<file path="config.mk">
export PLATFORM = sky130hd
export DESIGN_NAME = timer_digit_entry_flat
export DESIGN_NICKNAME = d
export VERILOG_FILES = /design/src/rtl/timer_digit_entry_if.sv /design/src/rtl/timer_digit_entry.sv /design/src/flat_wrapper.sv
export SDC_FILE = /design/constraint.sdc
export NUM_CORES = 1
export LEC_CHECK = 0
export BUFFER_PORTS_ARGS = -buffer_cell sky130_fd_sc_hd__buf_2
export CAP_MARGIN = 10
export CORE_MARGIN = 4
export CORE_UTILIZATION = 45
export DETAILED_ROUTE_END_ITERATION = 7
export GPL_TIMING_DRIVEN = 0
export MAX_ROUTING_LAYER = met4
export PLACE_DENSITY = 0.78
export SLEW_MARGIN = 5
export SYNTH_ARGS = -nofsm -noshare
export SYNTH_HDL_FRONTEND = slang
export SYNTH_SLANG_ARGS = --single-unit
</file>
<file path="constraint.sdc">
create_clock -name clk -period 1.6 [get_ports clk]
set_input_delay 0.32 -clock clk [delete_from_list [all_inputs] [get_ports clk]]
set_output_delay 0.32 -clock clk [all_outputs]
set_load 0.1 [all_outputs]
</file>
<file path="src/rtl/timer_digit_entry_if.sv">
// Keypad-side and countdown-side signals of the timer digit entry stage.
interface timer_digit_entry_if;
    logic       key_valid;
    logic [3:0] key_code;
    logic       busy;
    logic       load;
    logic [3:0] min_tens;
    logic [3:0] min_ones;
    logic [3:0] sec_tens;
    logic [3:0] sec_ones;
    logic [2:0] digit_count;
    logic       entry_error;
    logic       locked;

    // Keypad/countdown side: drives keys and busy, observes the entry buffer.
    modport master (
        output key_valid, key_code, busy,
        input  load, min_tens, min_ones, sec_tens, sec_ones,
        input  digit_count, entry_error, locked
    );

    // Entry stage side.
    modport slave (
        input  key_valid, key_code, busy,
        output load, min_tens, min_ones, sec_tens, sec_ones,
        output digit_count, entry_error, locked
    );
endinterface

</file>
<file path="src/rtl/timer_digit_entry.sv">
// Shifts keypad digits into an MM:SS BCD buffer, validates it on START and
// hands it to the countdown stage with a one-cycle load pulse, then locks out
// entry until the countdown drops busy.
module timer_digit_entry #(
    parameter int unsigned NUM_DIGITS   = 4,
    parameter int unsigned MAX_SEC_TENS = 5
) (
    input  logic                clk,
    input  logic                clr,
    timer_digit_entry_if.slave  bus
);
    localparam int unsigned DIGIT_W = 4;
    localparam int unsigned COUNT_W = 3;

    localparam logic [DIGIT_W-1:0] KEY_MAX_DIGIT = 4'd9;
    localparam logic [DIGIT_W-1:0] KEY_CLEAR     = 4'd10;
    localparam logic [DIGIT_W-1:0] KEY_START     = 4'd11;

    localparam logic [1:0] S_IDLE   = 2'd0;
    localparam logic [1:0] S_ENTRY  = 2'd1;
    localparam logic [1:0] S_LOAD   = 2'd2;
    localparam logic [1:0] S_LOCKED = 2'd3;

    logic [1:0]         state,    state_nxt;
    logic [DIGIT_W-1:0] min_tens, min_tens_nxt;
    logic [DIGIT_W-1:0] min_ones, min_ones_nxt;
    logic [DIGIT_W-1:0] sec_tens, sec_tens_nxt;
    logic [DIGIT_W-1:0] sec_ones, sec_ones_nxt;
    logic [COUNT_W-1:0] count,    count_nxt;
    logic               err_nxt;
    logic               load_q;
    logic               err_q;
    logic               locked_q;

    logic is_digit_c;
    logic is_clear_c;
    logic is_start_c;

    // Key decode; codes 12-15 and non-strobed cycles decode to nothing.
    always_comb begin
        is_digit_c = bus.key_valid && (bus.key_code <= KEY_MAX_DIGIT);
        is_clear_c = bus.key_valid && (bus.key_code == KEY_CLEAR);
        is_start_c = bus.key_valid && (bus.key_code == KEY_START);
    end

    // Next-state, buffer and error-pulse logic.
    always_comb begin
        state_nxt    = state;
        min_tens_nxt = min_tens;
        min_ones_nxt = min_ones;
        sec_tens_nxt = sec_tens;
        sec_ones_nxt = sec_ones;
        count_nxt    = count;
        err_nxt      = 1'b0;

        case (state)
            S_IDLE: begin
                if (is_digit_c) begin
                    min_tens_nxt = min_ones;
                    min_ones_nxt = sec_tens;
                    sec_tens_nxt = sec_ones;
                    sec_ones_nxt = bus.key_code;
                    count_nxt    = COUNT_W'(1);
                    state_nxt    = S_ENTRY;
                end else if (is_start_c) begin
                    err_nxt = 1'b1;
                end
            end
            S_ENTRY: begin
                if (is_digit_c) begin
                    // A full buffer holds its value; further digits are dropped.
                    if (count < COUNT_W'(NUM_DIGITS)) begin
                        min_tens_nxt = min_ones;
                        min_ones_nxt = sec_tens;
                        sec_tens_nxt = sec_ones;
                        sec_ones_nxt = bus.key_code;
                        count_nxt    = count + COUNT_W'(1);
                    end
                end else if (is_clear_c) begin
                    min_tens_nxt = '0;
                    min_ones_nxt = '0;
                    sec_tens_nxt = '0;
                    sec_ones_nxt = '0;
                    count_nxt    = '0;
                    state_nxt    = S_IDLE;
                end else if (is_start_c) begin
                    if (sec_tens <= DIGIT_W'(MAX_SEC_TENS)) begin
                        state_nxt = S_LOAD;
                    end else begin
                        err_nxt = 1'b1;
                    end
                end
            end
            S_LOAD: begin
                state_nxt = S_LOCKED;
            end
            S_LOCKED: begin
                if (!bus.busy) begin
                    min_tens_nxt = '0;
                    min_ones_nxt = '0;
                    sec_tens_nxt = '0;
                    sec_ones_nxt = '0;
                    count_nxt    = '0;
                    state_nxt    = S_IDLE;
                end
            end
            default: begin
                state_nxt = S_IDLE;
            end
        endcase
    end

    // State, buffer and registered status outputs; clr has priority.
    always_ff @(posedge clk) begin
        if (!clr) begin
            state    <= S_IDLE;
            min_tens <= '0;
            min_ones <= '0;
            sec_tens <= '0;
            sec_ones <= '0;
            count    <= '0;
            load_q   <= 1'b0;
            err_q    <= 1'b0;
            locked_q <= 1'b0;
        end else begin
            state    <= state_nxt;
            min_tens <= min_tens_nxt;
            min_ones <= min_ones_nxt;
            sec_tens <= sec_tens_nxt;
            sec_ones <= sec_ones_nxt;
            count    <= count_nxt;
            load_q   <= (state_nxt == S_LOAD);
            err_q    <= err_nxt;
            locked_q <= (state_nxt == S_LOAD) || (state_nxt == S_LOCKED);
        end
    end

    assign bus.load        = load_q;
    assign bus.entry_error = err_q;
    assign bus.locked      = locked_q;
    assign bus.min_tens    = min_tens;
    assign bus.min_ones    = min_ones;
    assign bus.sec_tens    = sec_tens;
    assign bus.sec_ones    = sec_ones;
    assign bus.digit_count = count;
endmodule

</file>
<file path="src/flat_wrapper.sv">
// flat-port wrapper written by rule: the top's interface ports become plain ports
module timer_digit_entry_flat 
#(
    parameter int unsigned NUM_DIGITS   = 4,
    parameter int unsigned MAX_SEC_TENS = 5
)
  (clk, clr, bus_key_valid, bus_key_code, bus_busy, bus_load, bus_min_tens, bus_min_ones, bus_sec_tens, bus_sec_ones, bus_digit_count, bus_entry_error, bus_locked);
  timer_digit_entry_if bus_i ();
  input  logic clk;
  input  logic clr;
  input wire logic [$bits(bus_i.key_valid)-1:0] bus_key_valid;
  input wire logic [$bits(bus_i.key_code)-1:0] bus_key_code;
  input wire logic [$bits(bus_i.busy)-1:0] bus_busy;
  output wire logic [$bits(bus_i.load)-1:0] bus_load;
  output wire logic [$bits(bus_i.min_tens)-1:0] bus_min_tens;
  output wire logic [$bits(bus_i.min_ones)-1:0] bus_min_ones;
  output wire logic [$bits(bus_i.sec_tens)-1:0] bus_sec_tens;
  output wire logic [$bits(bus_i.sec_ones)-1:0] bus_sec_ones;
  output wire logic [$bits(bus_i.digit_count)-1:0] bus_digit_count;
  output wire logic [$bits(bus_i.entry_error)-1:0] bus_entry_error;
  output wire logic [$bits(bus_i.locked)-1:0] bus_locked;
  assign bus_i.key_valid = bus_key_valid;
  assign bus_i.key_code = bus_key_code;
  assign bus_i.busy = bus_busy;
  assign bus_load = bus_i.load;
  assign bus_min_tens = bus_i.min_tens;
  assign bus_min_ones = bus_i.min_ones;
  assign bus_sec_tens = bus_i.sec_tens;
  assign bus_sec_ones = bus_i.sec_ones;
  assign bus_digit_count = bus_i.digit_count;
  assign bus_entry_error = bus_i.entry_error;
  assign bus_locked = bus_i.locked;
  timer_digit_entry #(.NUM_DIGITS(NUM_DIGITS), .MAX_SEC_TENS(MAX_SEC_TENS)) u_core (.clk(clk), .clr(clr), .bus(bus_i));
endmodule
</file>
==> flow_summary.json, run 1 <==
{
  "crit_chain": "buf_2",
  "synth_area_um2": 1050,
  "drt_wl_total_mm": 2.39,
  "clk_path_buf_depth": 2,
  "irDropWorstVdd_v": 0.000631,
  "antenna_left": 0,
  "setup_viol": 0,
  "core_area_um2": 2210,
  "tns_ns": 0,
  "synth_top_cell_by_area": "dfxtp_1",
  "status": "finished clean",
  "crit_fanout": 4,
  "ios": 30,
  "synth_edf_count": 0,
  "synth_top_area_frac": 0.437,
  "viasPerCell": 5.39,
  "use_met1": 0.199,
  "arrival_ns": 1.18,
  "whs_path_depth": 3,
  "cts_buffers": 3,
  "hp-class": "in -> reg",
  "portBuffers": 29,
  "reg2regPathDepth": 6,
  "critPathSlowestCell": "buf_2",
  "grt_pass1_vias": 953,
  "cts_tree": "yes",
  "hold_end": "u_core.bus.sec_ones[2]",
  "r2r_slack_ns": 0.13,
  "drcViolationCount": 0,
  "initial_utilization": 0.476,
  "r2r-start": "u_core.state[1]",
  "clock_skew_ns": 0.00424,
  "maxCapViolCount": 0,
  "synth_area_per_cell_um2": 9.24,
  "synth-seq-cells": 23,
  "maxSlewHeadroom": 0.676,
  "path_clk_slew_ns": 0.12,
  "tightest_slew_ns": 0.489,
  "vias": 944,
  "syn2layout_area_growth_pct": 22.6,
  "globalRouteTotalUtil": 0.168,
  "p_leak_uw": 0.000577,
  "max_freq_mhz": 667,
  "powerDensity_nw_per_um2": 852,
  "hold_violations": 0,
  "grt_remaining_overflow": 0,
  "critPathRequiredTime_ns": 1.28,
  "crit_family": "buffers and inverters",
  "synthArstFlopShare": 0,
  "die_w_um": 56.4,
  "hold_buffers": 0,
  "n_fill_cell": 217,
  "start_kind": "flop",
  "dpl_cell_area_um2": 1240,
  "clock_sinks": 23,
  "dr.pass1.iters": 4,
  "yosysUniqueCellTypes": 29,
  "dp_hpwl_mm": 1.78,
  "drive_gt1_frac": 0.320,
  "rr_endpoint": "u_core.bus.sec_tens[3]",
  "synth_nets": 123,
  "finalNetCount": 157,
  "clock-root-buffer": "clkbuf_4",
  "busiest_layer": "met2",
  "grt_pass1_wl_mm": 4.19,
  "synth_cells": 114,
  "critPathKind": "reg -> out",
  "synth-main-ff-cell": "dfxtp_1",
  "timing.critical_path.buf_inv": 1,
  "min_from": "bus_key_code[2]",
  "htree_levels": 1,
  "met2_usage": 0.277,
  "routabilityCongestion": 0.851,
  "max_stage_delay_ns": 0.45,
  "post_cts.repair.setup_buffers": 0,
  "yosysMostFrequentCell": "dfxtp_1",
  "drtIter0Drc": 23,
  "antenna_found_initial": 0,
  "end_kind": "output pin",
  "die-area_um2": 3180,
  "synth_common_cells": "dfxtp_1, nand2_1, mux2i_1",
  "grt_use_met3": 0.0345,
  "grt_max_degree": 14,
  "yosys_warnings": 0,
  "synth_area_leaders": "dfxtp_1, mux2i_1, nand2_1",
  "fp-row-count": 17,
  "drv_slew": 0,
  "design_area_um2": 1290,
  "wire_per_inst_um": 13.7,
  "insertion_delay_ns": 0.31,
  "fp.dieH_um": 56.4,
  "period_share": 0.937,
  "holdWs_ns": 0.286,
  "num_antenna_cells": 0,
  "fin_crit_ns": 1.50,
  "synth-seq-area-share": 0.437
}
## what timing repair did
action	in CTS	in global routing
pin swaps	0	0
setup endpoints to repair	10	10
resized for setup	1	6
## placed cells by master, fill, tap and decap left out, drive strengths merged, types with 2 or more instances in the layout
cell,n
mux2i,18
buf,32
nand2,22
a21oi,2
o21ai,2
dfxtp,23
nand3,16
nand2b,3
and3,3
nor2,3
clkbuf,8
## state kept, by name (all words and copies together), names as in the netlist
signal and count:
u_core.bus.digit_count 3, u_core.bus.entry_error 1, u_core.bus.load 1, u_core.bus.min_ones 4
u_core.bus.min_tens 4, u_core.bus.sec_ones 4, u_core.bus.sec_tens 4, u_core.state 2
## worst register-to-register path: stages (launching register included)
cell and delay [ns]:
dfxtp_4 0.38, nand2b_2 0.23, nor2_4 0.13, a211o_1 0.15, buf_6 0.17, buf_12 0.16
mux2i_1 0.19
## cell families after synthesis
family                     count (synthesis)  share of synthesized area
AOI/OAI and AO/OA                         10                     0.0677
adders and majority gates                  1                     0.0119
buffers and inverters                      8                     0.0523
and+or+nand+nor                           54                      0.260
DFF                                       23                      0.437
muxes                                     18                      0.171
## metal layers
| layer | share of wire | up-vias |
|---|---|---|
| li1 | - | 466 |
| met1 | 0.46 | 444 |
| met2 | 0.46 | 29 |
| met3 | 0.067 | 5 |
| met4 | 0.017 | 0 |
| met5 | 0 | - |
## worst max-delay path by stage
stage	start	end	slack [ns]	cells past startpoint
final	u_core.bus.digit_count[0]	bus_digit_count[0]	0.10	1
after global routing	u_core.state[1]	u_core.bus.sec_ones[3]	-0.002	6
after CTS	u_core.state[1]	u_core.bus.sec_tens[3]	0.02	6
after detailed placement	bus_key_code[1]	u_core.bus.sec_tens[3]	-0.17	6
after global placement	bus_key_code[1]	u_core.bus.sec_ones[3]	-0.13	6
after floorplan	u_core.state[1]	u_core.bus.sec_tens[2]	0.01	6
## area by class of cell
cell class | instances | area (µm²) | area share
clock buffers | 3 | 22.5 | 0.0174
repair buffers | 29 | 145 | 0.112
flip-flops and latches | 23 | 469 | 0.363
clock inverters | 1 | 5.00 | 0.00388
multi-input cells | 83 | 556 | 0.430
plain buffers | 8 | 58.8 | 0.0455
well taps | 28 | 35.0 | 0.0271
## per-stage QoR
| stage | power, µW | std cells | utilization | setup slack (ns) |
|---|---|---|---|---|
| after detailed placement | 839 | 171 | 0.562 | -0.169 |
| final | 1100 | 175 | 0.584 | 0.101 |
| after floorplan | 790 | 114 | - | 0.0112 |
| after CTS | 1110 | 175 | 0.575 | 0.0168 |
| after global placement | 835 | 171 | 0.562 | -0.135 |
| after global routing | 1150 | 175 | 0.584 | -0.00151 |
## where the power goes
group / internal, µW / total [µW] / switching [µW]
combinational: 63.4 / 235 / 172
clock: 93.6 / 268 / 175
sequential: 586 / 597 / 11.2
(Power assumes the default switching activity.)
==> run 2, diff against run 1 <==
--- a/config.mk
+++ b/config.mk
@@ -12,7 +12,7 @@
 export DETAILED_ROUTE_END_ITERATION = 7
 export GPL_TIMING_DRIVEN = 0
 export MAX_ROUTING_LAYER = met4
-export PLACE_DENSITY = 0.78
+export PLACE_DENSITY = 0.8
 export SLEW_MARGIN = 5
 export SYNTH_ARGS = -nofsm -noshare
 export SYNTH_HDL_FRONTEND = slang
==> constraint.sdc (replaced) <==
create_clock -name clk -period 1.3 [get_ports clk]
set_input_delay 0.26 -clock clk [delete_from_list [all_inputs] [get_ports clk]]
set_output_delay 0.26 -clock clk [all_outputs]
set_load 0.1 [all_outputs]
==> flow_summary.json, run 2 (same netlist as run 1, synthesis figures left out) <==
{
  "status": "complete, but fails checks",
  "violations": "setup timing",
  "cts_buffers": 3,
  "num_antenna_cells": 0,
  "core_area_um2": 2210,
  "drv_slew": 0,
  "max_freq_mhz": 688,
  "die_w_um": 56.4,
  "tns_ns": -1.34,
  "grt_use_met3": 0.0368,
  "routabilityCongestion": 0.789,
  "finalNetCount": 167,
  "irDropWorstVdd_v": 0.000662,
  "min_from": "clr",
  "tightest_slew_ns": 0.443,
  "fin_ws_ns": -0.154,
  "fp-row-count": 17,
  "start_kind": "flop",
  "viasPerCell": 5.37,
  "crit_fanout": 10,
  "busiest_layer": "met2",
  "dr.pass1.iters": 5,
  "drive_gt1_frac": 0.395,
  "clock_skew_ns": 0.00194,
  "powerDensity_nw_per_um2": 948,
  "vias": 993,
  "path_clk_slew_ns": 0.12,
  "dp_hpwl_mm": 1.73,
  "critPathRequiredTime_ns": 1.54,
  "final_cell_mix": "buf_4, nand2_1, mux2i_1",
  "wire_per_inst_um": 14.7,
  "drcViolationCount": 0,
  "p_leak_uw": 0.000648,
  "layout_commonest_cell": "buf_4",
  "grt_remaining_overflow": 0,
  "cts_tree": "yes",
  "portBuffers": 29,
  "crit_family": "flip-flops",
  "startpoint": "u_core.state[1]",
  "end_kind": "flop",
  "max_stage_delay_ns": 0.38,
  "clk_path_buf_depth": 2,
  "use_met1": 0.222,
  "met2_usage": 0.264,
  "grt_max_degree": 14,
  "initial_utilization": 0.476,
  "antenna_left": 0,
  "r2r-start": "u_core.state[1]",
  "die-area_um2": 3180,
  "hp-class": "in -> reg",
  "power_uw": 1420,
  "fp.dieH_um": 56.4,
  "grt_pass1_vias": 923,
  "drt_wl_total_mm": 2.72,
  "crit_chain": "nand2b_4 -> o21ai_4 -> clkbuf_4 -> nand3_1 -> mux2i_2",
  "maxCapViolCount": 0,
  "clock-root-buffer": "clkbuf_4",
  "fin_crit_ns": 1.45,
  "grt_pass1_wl_mm": 4.27,
  "hold_buffers": 0,
  "globalRouteTotalUtil": 0.172,
  "period_share": 1.12,
  "timing.critical_path.buf_inv": 1,
  "maxSlewHeadroom": 0.705,
  "rsz0062_at_grt": "true",
  "insertion_delay_ns": 0.31,
  "critPathSlowestCell": "dfxtp_4",
  "syn2layout_area_growth_pct": 42.5,
  "hold_violations": 0,
  "clock_sinks": 23,
  "setup_viol": 19,
  "critPathKind": "reg -> reg",
  "arrival_ns": 1.69,
  "drtIter0Drc": 46,
  "antenna_found_initial": 0,
  "ios": 30,
  "htree_levels": 1
}
-- run 2: cell types whose count changed in the layout (fill, tap and decap cells not counted), moves of 2 or more --
cell / previous run / this run
buf_4: 0 / 27
dfxtp_1: 18 / 15
buf_6: 1 / 5
nand2b_4: 0 / 2
buf_2: 30 / 7
dfxtp_4: 1 / 5
-- run 2: where the power goes --
| group | switching (µW) | internal [µW] |
|---|---|---|
| sequential | 16.1 | 715 |
| clock | 218 | 115 |
| combinational | 229 | 130 |
-- run 2: metal layers --
layer	routed length [µm]	vias to the layer above	part of all wire
met4	40	0	0.015
li1	-	487	-
met1	1180	469	0.43
met2	1340	30	0.49
met3	161	7	0.059
met5	0	-	0
-- run 2: per-stage QoR --
step	util	instance area, µm²	hold WS [ns]	worst slack (ns)	instances
3_5_place_dp	0.572	1260	0.453	-0.381	171
6_report	0.679	1500	0.216	-0.154	185
4_1_cts	0.655	1450	0.224	-0.0720	181
5_1_grt	0.679	1500	0.209	-0.207	185
2_1_floorplan	-	1080	0.414	-0.260	114
3_3_place_gp	0.572	1260	0.441	-0.346	171
-- run 2: worst paths after layout --
path,end,slack (ns),cells after the start
setup / recovery,u_core.bus.sec_ones[3],-0.15,5
hold / removal,u_core.state[1],0.22,3
setup reg to reg,u_core.bus.sec_ones[3],-0.15,5
hold reg to reg,u_core.bus.min_tens[2],0.47,2
-- run 2: layout make-up --
class | instances | area, µm²
Buffer | 8 | 65.1
Clock buffer | 3 | 22.5
Clock inverter | 1 | 5.00
Fill cell | 187 | 711
Multi-Input combinational cell | 83 | 572
Sequential cell | 23 | 483
Tap cell | 28 | 35.0
Timing Repair Buffer | 39 | 319
-- run 2: worst reg2reg max path, stage by stage, from the launching register on --
cell      delay [ns]
dfxtp_4         0.38
nand2b_4        0.17
o21ai_4         0.22
clkbuf_4        0.26
nand3_1         0.14
mux2i_2         0.22
-- run 2: repair_timing --
item,in CTS,in global routing
gates resized for setup,30,5
endpoints found under the setup margin,39,22
pin swaps,0,1
buffers inserted,5,4
cloned,1,0
==> run 3, diff against run 2 <==
--- a/config.mk
+++ b/config.mk
@@ -12,7 +12,7 @@
 export DETAILED_ROUTE_END_ITERATION = 7
 export GPL_TIMING_DRIVEN = 0
 export MAX_ROUTING_LAYER = met4
-export PLACE_DENSITY = 0.8
+export PLACE_DENSITY = 0.78
 export SLEW_MARGIN = 5
 export SYNTH_ARGS = -nofsm -noshare
 export SYNTH_HDL_FRONTEND = slang
==> constraint.sdc (replaced) <==
create_clock -name clk -period 1.55 [get_ports clk]
set_input_delay 0.31 -clock clk [delete_from_list [all_inputs] [get_ports clk]]
set_output_delay 0.31 -clock clk [all_outputs]
set_load 0.1 [all_outputs]
==> flow_summary.json, run 3 (same netlist as run 1, synthesis figures left out) <==
{
  "status": "finished clean",
  "vias": 966,
  "dp.cells": 171,
  "htree_levels": 1,
  "viasPerCell": 5.52,
  "clock-root-buffer": "clkbuf_4",
  "grt_pass1_vias": 972,
  "final_cell_mix": "buf_2, nand2_1, mux2i_1",
  "wire_per_inst_um": 14.0,
  "timing.critical_path.buf_inv": 3,
  "period_share": 0.957,
  "post-place-ws_ns": -0.232,
  "drt_wl_total_mm": 2.45,
  "max_stage_delay_ns": 0.35,
  "fp-row-count": 17,
  "start_kind": "flop",
  "hold_buffers": 0,
  "tightest_slew_ns": 0.489,
  "critPathKind": "reg -> reg",
  "die-area_um2": 3180,
  "hp-class": "in -> reg",
  "grt_max_degree": 14,
  "grt_pass1_wl_mm": 4.22,
  "irDropWorstVdd_v": 0.000606,
  "core_area_um2": 2210,
  "arrival_ns": 1.73,
  "drcViolationCount": 0,
  "cts_buffers": 3,
  "syn2layout_area_growth_pct": 23.3,
  "path_clk_slew_ns": 0.12,
  "portBuffers": 29,
  "clk_path_buf_depth": 2,
  "fin_ws_ns": 0.0664,
  "cts_tree": "yes",
  "crit_chain": "clkbuf_4 -> nand2_1 -> a211o_1 -> buf_6 -> buf_12 -> mux2i_1",
  "hold_violations": 0,
  "dr.pass1.iters": 4,
  "die_w_um": 56.4,
  "end_kind": "flop",
  "drv_slew": 0,
  "globalRouteTotalUtil": 0.168,
  "routabilityCongestion": 0.763,
  "insertion_delay_ns": 0.31,
  "ios": 30,
  "crit_family": "buffers and inverters",
  "fin_crit_ns": 1.48,
  "clock_skew_ns": 0.00145,
  "initial_utilization": 0.476,
  "finalNetCount": 157,
  "powerDensity_nw_per_um2": 874,
  "dp_hpwl_mm": 1.79,
  "p_leak_uw": 0.000581,
  "maxCapViolCount": 0,
  "clock_sinks": 23,
  "fp.dieH_um": 56.4,
  "layout_commonest_cell": "buf_2",
  "setup_viol": 0,
  "drtIter0Drc": 14,
  "crit_fanout": 10,
  "antenna_left": 0,
  "grt_remaining_overflow": 0,
  "drive_gt1_frac": 0.333,
  "critPathRequiredTime_ns": 1.79,
  "maxSlewHeadroom": 0.676,
  "n_fill_cell": 219,
  "antenna_found_initial": 0,
  "max_freq_mhz": 674,
  "finalNonFillerCells": 175,
  "critPathSlowestCell": "dfxtp_1",
  "num_antenna_cells": 0
}
[run 3: final cells by class]
class	instances	area, µm²	share of cell area
clock inverter	1	5.00	0.00385
clock buffer	3	22.5	0.0173
multi-input combinational	83	556	0.428
timing repair buffer	29	145	0.112
sequential	23	474	0.365
tap	28	35.0	0.0270
buffer	8	61.3	0.0472
[run 3: metal layers]
metal / global-route usage / vias up / wire, µm
met5: - / - / 0
met4: 0.0678 / 0 / 35
met3: 0.0253 / 5 / 135
met2: 0.274 / 30 / 1220
met1: 0.209 / 465 / 1060
li1: - / 466 / -
[run 3: what timing repair did]
action | 4_1_cts | 5_1_grt
setup buffers | 0 | 0
endpoints found under the setup margin | 9 | 6
gates resized for setup | 1 | 4
[run 3: worst register-to-register path, cell delays in order, from the launching register on]
cell and delay, ns:
dfxtp_1 0.35, clkbuf_4 0.20, nand2_1 0.07, a211o_1 0.30, buf_6 0.16, buf_12 0.16
mux2i_1 0.17
[run 3: path summary, 6_finish.rpt]
path	slack (ns)	cells past startpoint	startpoint	end
max	0.07	6	u_core.state[0]	u_core.bus.min_tens[3]
min	0.28	3	bus_key_code[2]	u_core.bus.sec_ones[2]
min reg2reg	0.47	2	u_core.bus.min_tens[0]	u_core.bus.min_tens[0]
max reg2reg	0.07	6	u_core.state[0]	u_core.bus.min_tens[3]
[run 3: per-stage QoR]
| stage | setup TNS (ns) | area, µm² | power (µW) | hold WS, ns | utilization |
|---|---|---|---|---|---|
| 2_1_floorplan | -0.0997 | 1080 | 816 | 0.464 | - |
| 3_3_place_gp | -1.51 | 1260 | 863 | 0.441 | 0.568 |
| 3_5_place_dp | -1.85 | 1260 | 867 | 0.450 | 0.568 |
| 4_1_cts | 0 | 1290 | 1140 | 0.275 | 0.581 |
| 5_1_grt | -0.00187 | 1300 | 1190 | 0.294 | 0.587 |
| 6_report | 0 | 1300 | 1140 | 0.283 | 0.587 |
[run 3: where the power goes]
group / internal [µW] / switching, µW / leakage, µW
clock: 96.5 / 180 / 0.0000177
combinational: 66.3 / 177 / 0.000373
sequential: 603 / 11.5 / 0.000190
